<file path="src/rtl/hrange_pair_pkg.sv">
// hrange_pair_pkg: shared types and defaults for the hrange_pair range generator.
package hrange_pair_pkg;

  localparam int HRANGE_PAIR_WIDTH = 32;

  typedef enum logic [1:0] {
    IDLE = 2'd0,
    LOAD = 2'd1,
    EMIT = 2'd2
  } hrange_pair_state_t;

endpackage

</file>
<file path="src/rtl/hrange_pair_if.sv">
// hrange_pair_if: generator handshake between a caller (master) and the range
// generator (slave). The caller starts a sequence and accepts tuples; the
// generator presents (_0, _1) tuples with _valid and signals exhaustion with _done.
interface hrange_pair_if import hrange_pair_pkg::*; #(
  parameter int WIDTH = HRANGE_PAIR_WIDTH
);

  logic                    _start;
  logic signed [WIDTH-1:0] base;
  logic signed [WIDTH-1:0] limit;
  logic signed [WIDTH-1:0] step;
  logic                    _ready;
  logic                    _valid;
  logic                    _done;
  logic signed [WIDTH-1:0] _0;
  logic signed [WIDTH-1:0] _1;

  modport master (
    output _start, base, limit, step, _ready,
    input  _valid, _done, _0, _1
  );

  modport slave (
    input  _start, base, limit, step, _ready,
    output _valid, _done, _0, _1
  );

endinterface

</file>
<file path="src/rtl/hrange_pair_cmp.sv">
// hrange_pair_cmp: combinational range test. A value is in range when it has
// not yet reached the exclusive limit in the direction of the step. A zero step
// or an overflowed candidate is never in range.
module hrange_pair_cmp import hrange_pair_pkg::*; #(
  parameter int WIDTH = HRANGE_PAIR_WIDTH
) (
  input  logic signed [WIDTH-1:0] x,
  input  logic signed [WIDTH-1:0] limit,
  input  logic signed [WIDTH-1:0] step,
  input  logic                    ovf,
  output logic                    in_range
);

  // Signed direction-dependent comparison against the exclusive limit.
  always_comb begin
    // NOTE: every combinational output gets a default first so no path can infer a latch.
    in_range = 1'b0;
    if (!ovf) begin
      if (step[WIDTH-1]) begin
        in_range = (x > limit);
      end else if (step != '0) begin
        in_range = (x < limit);
      end
    end
  end

endmodule

</file>
<file path="src/rtl/hrange_pair.sv">
// hrange_pair: hardware range generator yielding (i, k) tuples where i walks
// range(base, limit, step) and k is the 0-based iteration index. One tuple per
// cycle with _ready held high; all outputs are registered.
// Optional feature: define HRANGE_PAIR_OVF_GUARD_EN to end the sequence when
// i + step leaves the signed WIDTH range instead of wrapping.
module hrange_pair import hrange_pair_pkg::*; #(
  parameter int WIDTH = HRANGE_PAIR_WIDTH
) (
  input logic         _clock,
  input logic         _reset,
  hrange_pair_if.slave bus
);

  hrange_pair_state_t state, state_d;

  logic signed [WIDTH-1:0] base_q, limit_q, step_q;
  logic signed [WIDTH-1:0] i_q, i_d;
  logic signed [WIDTH-1:0] k_q, k_d;
  logic                    valid_q, valid_d;
  logic                    done_q, done_d;
  logic                    capture;

  logic signed [WIDTH-1:0] nxt;
  logic                    ovf;
  logic signed [WIDTH-1:0] cmp_x;
  logic                    cmp_ovf;
  logic                    in_range;

`ifdef HRANGE_PAIR_OVF_GUARD_EN
  logic [WIDTH:0] nxt_wide;

  // Sign-extended add: the top two bits disagree exactly when the sum overflows.
  assign nxt_wide = {i_q[WIDTH-1], i_q} + {step_q[WIDTH-1], step_q};
  assign nxt      = nxt_wide[WIDTH-1:0];
  assign ovf      = nxt_wide[WIDTH] ^ nxt_wide[WIDTH-1];
`else
  // Plain wrapping add; a wrapped value is tested against the limit like any other.
  assign nxt = i_q + step_q;
  assign ovf = 1'b0;
`endif

  // LOAD tests the captured base, EMIT tests the next candidate: one comparator serves both.
  assign cmp_x   = (state == LOAD) ? base_q : nxt;
  assign cmp_ovf = (state == LOAD) ? 1'b0 : ovf;

  hrange_pair_cmp #(.WIDTH(WIDTH)) u_cmp (
    .x        (cmp_x),
    .limit    (limit_q),
    .step     (step_q),
    .ovf      (cmp_ovf),
    .in_range (in_range)
  );

  // Next-state and next-output logic; _start aborts any sequence and wins over a transfer.
  always_comb begin
    state_d = state;
    i_d     = i_q;
    k_d     = k_q;
    valid_d = valid_q;
    done_d  = done_q;
    capture = 1'b0;
    if (bus._start) begin
      capture = 1'b1;
      valid_d = 1'b0;
      done_d  = 1'b0;
      state_d = LOAD;
    end else begin
      case (state)
        IDLE: begin
          valid_d = 1'b0;
          done_d  = 1'b1;
        end
        LOAD: begin
          if (in_range) begin
            i_d     = base_q;
            k_d     = '0;
            valid_d = 1'b1;
            state_d = EMIT;
          end else begin
            done_d  = 1'b1;
            state_d = IDLE;
          end
        end
        EMIT: begin
          // A stalled tuple (valid without ready) keeps every output unchanged.
          if (valid_q && bus._ready) begin
            if (in_range) begin
              i_d = nxt;
              k_d = k_q + WIDTH'(1);
            end else begin
              valid_d = 1'b0;
              done_d  = 1'b1;
              state_d = IDLE;
            end
          end
        end
        default: begin
          valid_d = 1'b0;
          done_d  = 1'b1;
          state_d = IDLE;
        end
      endcase
    end
  end

  // State and output registers; reset forces an idle, exhausted generator at once.
  always_ff @(posedge _clock or negedge _reset) begin
    if (!_reset) begin
      state   <= IDLE;
      i_q     <= '0;
      k_q     <= '0;
      valid_q <= 1'b0;
      done_q  <= 1'b1;
      base_q  <= '0;
      limit_q <= '0;
      step_q  <= '0;
    end else begin
      // NOTE: sequential state uses non-blocking assignments so every register samples pre-edge values.
      state   <= state_d;
      i_q     <= i_d;
      k_q     <= k_d;
      valid_q <= valid_d;
      done_q  <= done_d;
      if (capture) begin
        base_q  <= bus.base;
        limit_q <= bus.limit;
        step_q  <= bus.step;
      end
    end
  end

  assign bus._valid = valid_q;
  assign bus._done  = done_q;
  assign bus._0     = i_q;
  assign bus._1     = k_q;

endmodule

</file>
<file path="src/flat_wrapper.sv">
// flat-port wrapper written by rule: the top's interface ports become plain ports
module hrange_pair_flat import hrange_pair_pkg::*;
#(
  parameter int WIDTH = HRANGE_PAIR_WIDTH
)
  (_clock, _reset, bus__start, bus_base, bus_limit, bus_step, bus__ready, bus__valid, bus__done, bus__0, bus__1);
  hrange_pair_if #(.WIDTH(WIDTH)) bus_i ();
  input logic _clock;
  input logic _reset;
  input wire logic [$bits(bus_i._start)-1:0] bus__start;
  input wire logic [$bits(bus_i.base)-1:0] bus_base;
  input wire logic [$bits(bus_i.limit)-1:0] bus_limit;
  input wire logic [$bits(bus_i.step)-1:0] bus_step;
  input wire logic [$bits(bus_i._ready)-1:0] bus__ready;
  output wire logic [$bits(bus_i._valid)-1:0] bus__valid;
  output wire logic [$bits(bus_i._done)-1:0] bus__done;
  output wire logic [$bits(bus_i._0)-1:0] bus__0;
  output wire logic [$bits(bus_i._1)-1:0] bus__1;
  assign bus_i._start = bus__start;
  assign bus_i.base = bus_base;
  assign bus_i.limit = bus_limit;
  assign bus_i.step = bus_step;
  assign bus_i._ready = bus__ready;
  assign bus__valid = bus_i._valid;
  assign bus__done = bus_i._done;
  assign bus__0 = bus_i._0;
  assign bus__1 = bus_i._1;
  hrange_pair #(.WIDTH(WIDTH)) u_core (._clock(_clock), ._reset(_reset), .bus(bus_i));
endmodule
</file>
<file path="config.mk">
export PLATFORM = sky130hd
export DESIGN_NAME = hrange_pair_flat
export DESIGN_NICKNAME = d
export VERILOG_FILES = /design/src/rtl/hrange_pair_pkg.sv /design/src/rtl/hrange_pair_if.sv /design/src/rtl/hrange_pair_cmp.sv /design/src/rtl/hrange_pair.sv /design/src/flat_wrapper.sv
export SDC_FILE = /design/constraint.sdc
export NUM_CORES = 1
export LEC_CHECK = 0
export CAP_MARGIN = 0
export CORE_MARGIN = 1
export CORE_UTILIZATION = 30
export CTS_BUF_LIST = sky130_fd_sc_hd__clkbuf_2
export DETAILED_ROUTE_END_ITERATION = 10
export DONT_BUFFER_PORTS = 1
export GPL_ROUTABILITY_DRIVEN = 1
export HOLD_SLACK_MARGIN = 0.02
export PLACE_DENSITY_LB_ADDON = 0.05
export SLEW_MARGIN = 25
export SYNTH_ARGS = -nofsm -noshare
export SYNTH_HDL_FRONTEND = slang
export SYNTH_SLANG_ARGS = --single-unit
</file>
<file path="constraint.sdc">
create_clock -name _clock -period 5.2 [get_ports _clock]
set_input_delay 1.04 -clock _clock [delete_from_list [all_inputs] [get_ports _clock]]
set_output_delay 1.04 -clock _clock [all_outputs]
set_load 0.005 [all_outputs]
</file>
# --- Word-level counts from Yosys, hierarchy flattened ---
# Index checks and enable logic that the tools add are counted.
# W data, S select, Z words.
totals:
  register_bits: 164
  ram_bits: 0
  inputBits: 100
  mem_count: 0
  rom_bits: 0
  latch_bits: 0
  word_cells: 55
op_classes:
  div: 0
  n_reduce_logical: 7
  shift: 0
  addsub: 2
  n_mul: 0
  bitwise: 1
  n_lt_le_gt_ge: 2
  n_mux: 26
  n_eq_ne: 9
ops:
  columns: ["op", "count"]
  rows:
  - ["$mux W32", 7]
  - ["$pmux W32 S2", 2]
  - ["$add A32 B2 Y32 const B", 1]
  - ["$add A32 B32 Y32", 1]
  - ["$gt A32 B32 Y1", 1]
  - ["$lt A32 B32 Y1", 1]
  - ["$reduce_bool A32 Y1", 1]
  - ["$mux W1", 10]
  - ["$mux W2", 4]
  - ["$ne A2 B1 Y1 const B", 3]
  - ["$ne A3 B2 Y1 const B", 2]
  - ["$pmux W2 S3", 1]
  - ["$reduce_and A3 Y1", 2]
  - ["$reduce_and A5 Y1", 1]
  - ["$pmux W1 S2", 2]
  - ["$ne A3 B3 Y1 const B", 1]
  - ["$eq A2 B1 Y1 const B", 1]
  - ["$eq A2 B2 Y1 const B", 1]
  - ["$logic_not A2 Y1", 1]
  - ["$ne A2 B2 Y1 const B", 1]
  - ["$reduce_bool A2 Y1", 1]
  - ["$logic_and A1 B1 Y1", 1]
  - ["$not A1 Y1", 1]

# --- Depth between registers and ports, before layout ---
depth:
  word_depth: 9
  depth_mapped: 23

# --- Modules after synthesis ---
# From an unflattened synthesis, not the netlist that was laid out.
unflattened:
  hier_cells: 967
  hier_area_um2: 9689.3
by_module_without_submodules:
  columns: ["module", "instances", "cells_per_inst", "area_each_um2"]
  rows:
  - ["hrange_pair", 1, 829, 8717.1]
  - ["hrange_pair_cmp", 1, 138, 972.2]

# --- Worst setup path before layout ---
# No wires, ideal clock.
synth_timing:
  path_type: "register -> register"
  from: "reg u_core.i_q[2], in the netlist u_core.bus._0[2]"
  to: "reg u_core.i_q[22], in the netlist u_core.bus._0[22]"
  stages_incl_launch_ff: 21
  arrival_time_ps: 5055
  period_less_slack_ps: 5183
  n_path_buf: 3
  path_slack_ps: 17
  path_cell_list: "dfrtp_1 ha_1 o21ai_0 or2_2 o21ai_0 o2111ai_1 a211o_1 and3_1 or3_1 a31oi_1 ha_1 nand4_1 or4_4 o31ai_4 o32ai_1 a41o_1 o31ai_4 buf_6 buf_6 buf_6 mux2_1"
synth_between:
  elab_chain_cells: 7
  word_cells_on_any_way: 12
synth_rtl:
  columns: ["element", "line", "rtl"]
  rows:
  - ["start: declaration", "hrange_pair.sv:17", "logic signed [WIDTH-1:0] i_q, i_d;"]
  - ["start signal: assignment", "hrange_pair.sv:120", "i_q <= i_d;"]
  - ["$add A32 B32 Y32 (*)", "hrange_pair.sv:38", "assign nxt = i_q + step_q;"]
  - ["$mux W32", "hrange_pair.sv:43", "assign cmp_x = (state == LOAD) ? base_q : nxt;"]
  - ["$lt A32 B32 Y1", "hrange_pair_cmp.sv:22", "in_range = (x < limit);"]
  - ["$mux W1", "hrange_pair_cmp.sv:21", "end else if (step != '0) begin"]
  - ["$mux W1", "hrange_pair_cmp.sv:19", "if (step[WIDTH-1]) begin"]
  - ["$ne A2 B1 Y1 (no source line)", null, null]
  - ["$reduce_and A5 Y1 (no source line)", null, null]
# Every way passes the cells marked *; elsewhere a longest branch is shown, timed or not. The select of a mux whose other input is x is not followed.
# A chain may end at the register's enable or synchronous reset.

# --- Worst setup path in the final report ---
layout_timing:
  from: "reg u_core.i_q[12], in the netlist u_core.bus._0[12]"
  to: "reg u_core.k_q[28], in the netlist u_core.bus._1[28]"
layout_between:
  elab_chain_cells: 7
  word_cells_on_any_way: 9
layout_rtl:
  columns: ["element", "line", "rtl"]
  rows:
  - ["$add A32 B32 Y32 (*)", "hrange_pair.sv:38", null]
  - ["$mux W32 (*)", "hrange_pair.sv:43", null]
  - ["$lt A32 B32 Y1", "hrange_pair_cmp.sv:22", null]
  - ["$mux W1", "hrange_pair_cmp.sv:21", null]
  - ["$mux W1 (*)", "hrange_pair_cmp.sv:19", null]
  - ["$ne A2 B1 Y1 (no source line)", null, null]
  - ["$reduce_and A5 Y1 (no source line) (*)", null, null]
  - ["end signal: assignment", "hrange_pair.sv:121", "k_q <= k_d;"]
  - ["end: declaration", "hrange_pair.sv:18", "logic signed [WIDTH-1:0] k_q, k_d;"]
# Every way passes the cells marked *; elsewhere a longest branch is shown, timed or not.

==> results.sh <==
export IMPL_status="complete, but fails checks"
export IMPL_failed_checks="negative setup slack"
export IMPL_area_growth_syn_to_layout_pct=28.3
export IMPL_setup_tns_final_ns=-4.72
export IMPL_grt_use_total_pct=20.3
export IMPL_place_hpwl_um=23800
export IMPL_ff2ff_path_depth=21
export IMPL_avgSynthCellArea_um2=9.41
export IMPL_fmax_mhz=186
export IMPL_root_buffer="clkbuf_2"
export IMPL_nFillCells=3350
export IMPL_synth_top_cell_by_area="dfrtp_1"
export IMPL_grt_setup_unrepaired="yes"
export IMPL_cts_buffers_inserted=17
export IMPL_p_leak_nw=5.64
export IMPL_dr_total_vias=8544
export IMPL_cp_required_ns=5.98
export IMPL_clk_latency_ns=0.82
export IMPL_hold_violations=0
export IMPL_slew_viol_final=0
export IMPL_cp_max_fo=8
export IMPL_fin_crit_sh_pct=104
export IMPL_ys_seq_elements=164
export IMPL_cts_tree="yes"
export IMPL_worst_path_max_delay_cell="or4_4"
export IMPL_path_class="register to register"
export IMPL_antenna_found_initial=3
export IMPL_drv_cap=0
export IMPL_wirelength_met1_um=15000
export IMPL_drc=0
export IMPL_pin_count=166
export IMPL_switchingPower_w=0.00287
export IMPL_io_buffer_count=0
export IMPL_place_inst=1608
export IMPL_worstPathCellList="ha_1 -> nand2_2 -> or4_4 -> nand4b_1 -> buf_4 -> a41oi_4 -> o2111ai_2 -> a21o_1 -> a31o_2 -> ha_4 -> nand4_1 -> or4_4 -> nand2b_4 -> a31o_1 -> o22ai_2 -> o31ai_4 -> buf_8 -> buf_12 -> buf_12 -> or4_4 -> a21oi_2"
export IMPL_path_depth=21
export IMPL_min_path_type="primary input to async pin"
export IMPL_r2r_end="u_core.bus._1[28]"
export IMPL_synthCells=1067
export IMPL_multi_input_area_um2=6030
export IMPL_ir_drop_uv=196
export IMPL_regArea_um2=4110
export IMPL_r2r_start="u_core.bus._0[12]"
export IMPL_critical_path_top_delay_family="simple AND/OR/NAND/NOR gates"
export IMPL_netlist_area_um2=10000
export IMPL_stdcell_count=1675
export IMPL_worst_path_buf_inv=4
export IMPL_drtAntennaViolNets=0
export IMPL_routed_top_layer="met4"
export IMPL_wl_met2_um=17400
export IMPL_wl_met3_um=1620
export IMPL_async_flop_share_pct=100
export IMPL_critPathCaptureType="register"
export IMPL_synth_most_common_cell="dfrtp_1"
export IMPL_wire_per_inst_um=20.6
export IMPL_p_int_w=0.00387
export IMPL_finalSetupViolCount=53
export IMPL_finClkSkew_ns=0.0544
export IMPL_cts_max_path_buffers=2
export IMPL_clkPwrFrac_pct=11.1
export IMPL_ctsHtreeMaxLevel=4
export IMPL_worst_slack_ns=-0.183
export IMPL_clock_sinks=164
export IMPL_relSlewSlack_pct=33.2
export IMPL_min_period_ns=5.38
export IMPL_num_rows=66
export IMPL_fp_dieH_um=185
export IMPL_tightest_slew_ns=1.00
export IMPL_yosysUniqueCellTypes=66
export IMPL_via_per_inst=5.10
export IMPL_synth_top_cell_area_share_pct=40.6
export IMPL_synth_area_top_cells="dfrtp_1 (41%), ha_1 (8.3%), mux2_2 (7.5%), nand2_1 (5.4%), o21ai_0 (5.1%)"
export IMPL_yosysWarnings=0
export IMPL_crit_top_cell="or4_4"
export IMPL_grt_pass1_vias=8636
export IMPL_reg2reg_slack_ns=-0.18
export IMPL_clk_pin_slew_ns=0.26
export IMPL_grt_pass1_wl_um=51400
export IMPL_drt_iter0_markers=371
export IMPL_drive_gt1_share_pct=32.4
export IMPL_crit_arrival_ns=6.16
export IMPL_grt_ovfl_total=0
export IMPL_p_sw_share_pct=42.5
export IMPL_comb_power_share_pct=63.9
export IMPL_syn_nets=1235
export IMPL_grt_start_max_net_pins=165
export IMPL_p_seq_share_pct=24.9
export IMPL_synth_edff_count=0
export IMPL_cp_start_kind="register"
export IMPL_finalNetCount=1388
export IMPL_fp_dieW_um=185
export IMPL_routabilityCongestion=0.820
export IMPL_cpPeakStageDelay_ns=0.54
export IMPL_yosysSeqAreaShare_pct=40.9
export IMPL_drt_wl_total_um=34400
export IMPL_placeableCoreArea_um2=32700
export IMPL_dr_pass1_iters=4
export IMPL_ys_top_cells_by_count="dfrtp_1 (163), nand2_1 (144), o21ai_0 (103), a21oi_1 (70)"
export IMPL_initial_utilization_pct=30.7
export IMPL_power_density_nw_per_um2=524
export IMPL_fp_dieArea_um2=34200
export IMPL_synthFlopType="dfrtp_1"
[power groups by stage]
stage                     sequential (W)  clock, W  combinational, W
final                            0.00168  0.000751           0.00431
after global routing             0.00171  0.000830           0.00474
after CTS                        0.00167  0.000793           0.00417
after detailed placement         0.00169         0           0.00349
after global placement           0.00169         0           0.00350
after floorplan                  0.00166         0           0.00202
[cell type report]
type	instances	share of cell area, %
Tap cell	442	4.29
Multi-Input combinational cell	797	46.8
Inverter	54	1.57
Antenna cell	2	0.0389
Timing Repair Buffer	186	13.6
Clock inverter	11	1.07
Clock buffer	19	0.738
Sequential cell	164	31.9
[stage by stage]
step	hold slack, ns	setup slack [ns]	util (%)	power (W)	area [um2]
finish	0.134	-0.183	39.4	0.00674	12900
global route	0.119	-0.340	39.4	0.00728	12900
CTS	0.186	-0.258	38.3	0.00664	12500
detailed placement	0.515	-0.523	35.3	0.00519	11500
global placement	0.499	-0.457	35.3	0.00519	11500
floorplan	0.479	0.0172	-	0.00368	10000
[worst max-delay path by stage]
stage / startpoint / to / slack [ns]
floorplan: u_core.bus._0[2] / u_core.bus._0[22] / 0.02
global placement: u_core.bus._0[0] / u_core.bus._0[7] / -0.46
detailed placement: u_core.bus._0[0] / u_core.bus._1[27] / -0.52
CTS: u_core.step_q[12] / u_core.bus._1[27] / -0.26
global route: u_core.bus._0[12] / u_core.bus._1[27] / -0.34
finish: u_core.bus._0[12] / u_core.bus._1[28] / -0.18
[timing repair]
| item | in CTS | in global routing |
|---|---|---|
| setup endpoints to repair | 68 | 68 |
| endpoints found under the hold margin | 164 | 0 |
| hold buffers | 1 | 0 |
| cloned | 11 | 2 |
| pin swaps | 66 | 37 |
| buffers inserted | 22 | 7 |
| resized for setup | 74 | 74 |
[routing by layer]
metal	track usage [%]	vias up
met4	4.60	0
li1	-	4197
met3	4.76	22
met2	35.5	142
met5	0	-
met1	25.0	4183
[registers in the layout, indices dropped and copies added (netlist names)]
register,flops
u_core.bus._done,1
u_core.bus._0,32
u_core.bus._1,32
u_core.bus._valid,1
u_core.state,2
u_core.base_q,32
u_core.step_q,32
u_core.limit_q,32
[cell usage in the layout (no fill, tap or decap), drive strengths merged, types with 20 or more instances in the layout]
cell type and instances:
ha 67, inv 54, nand2 144, o21ai 118, or4 25, a21oi 70
nand3 34, dfrtp 163, o31ai 32, clkbuf 20, buf 184, nor2 22
mux2 84
[cells by family after synthesis]
group	Yosys count	synth area share, %
AOI/OAI and AO/OA	306	18.6
xor gates and xnor gates	22	1.92
adders and majority gates	68	8.55
buffers and inverters	106	4.66
DFF	164	40.9
muxes	89	9.92
and+or+nand+nor	312	15.4
(Power assumes the default switching activity.)
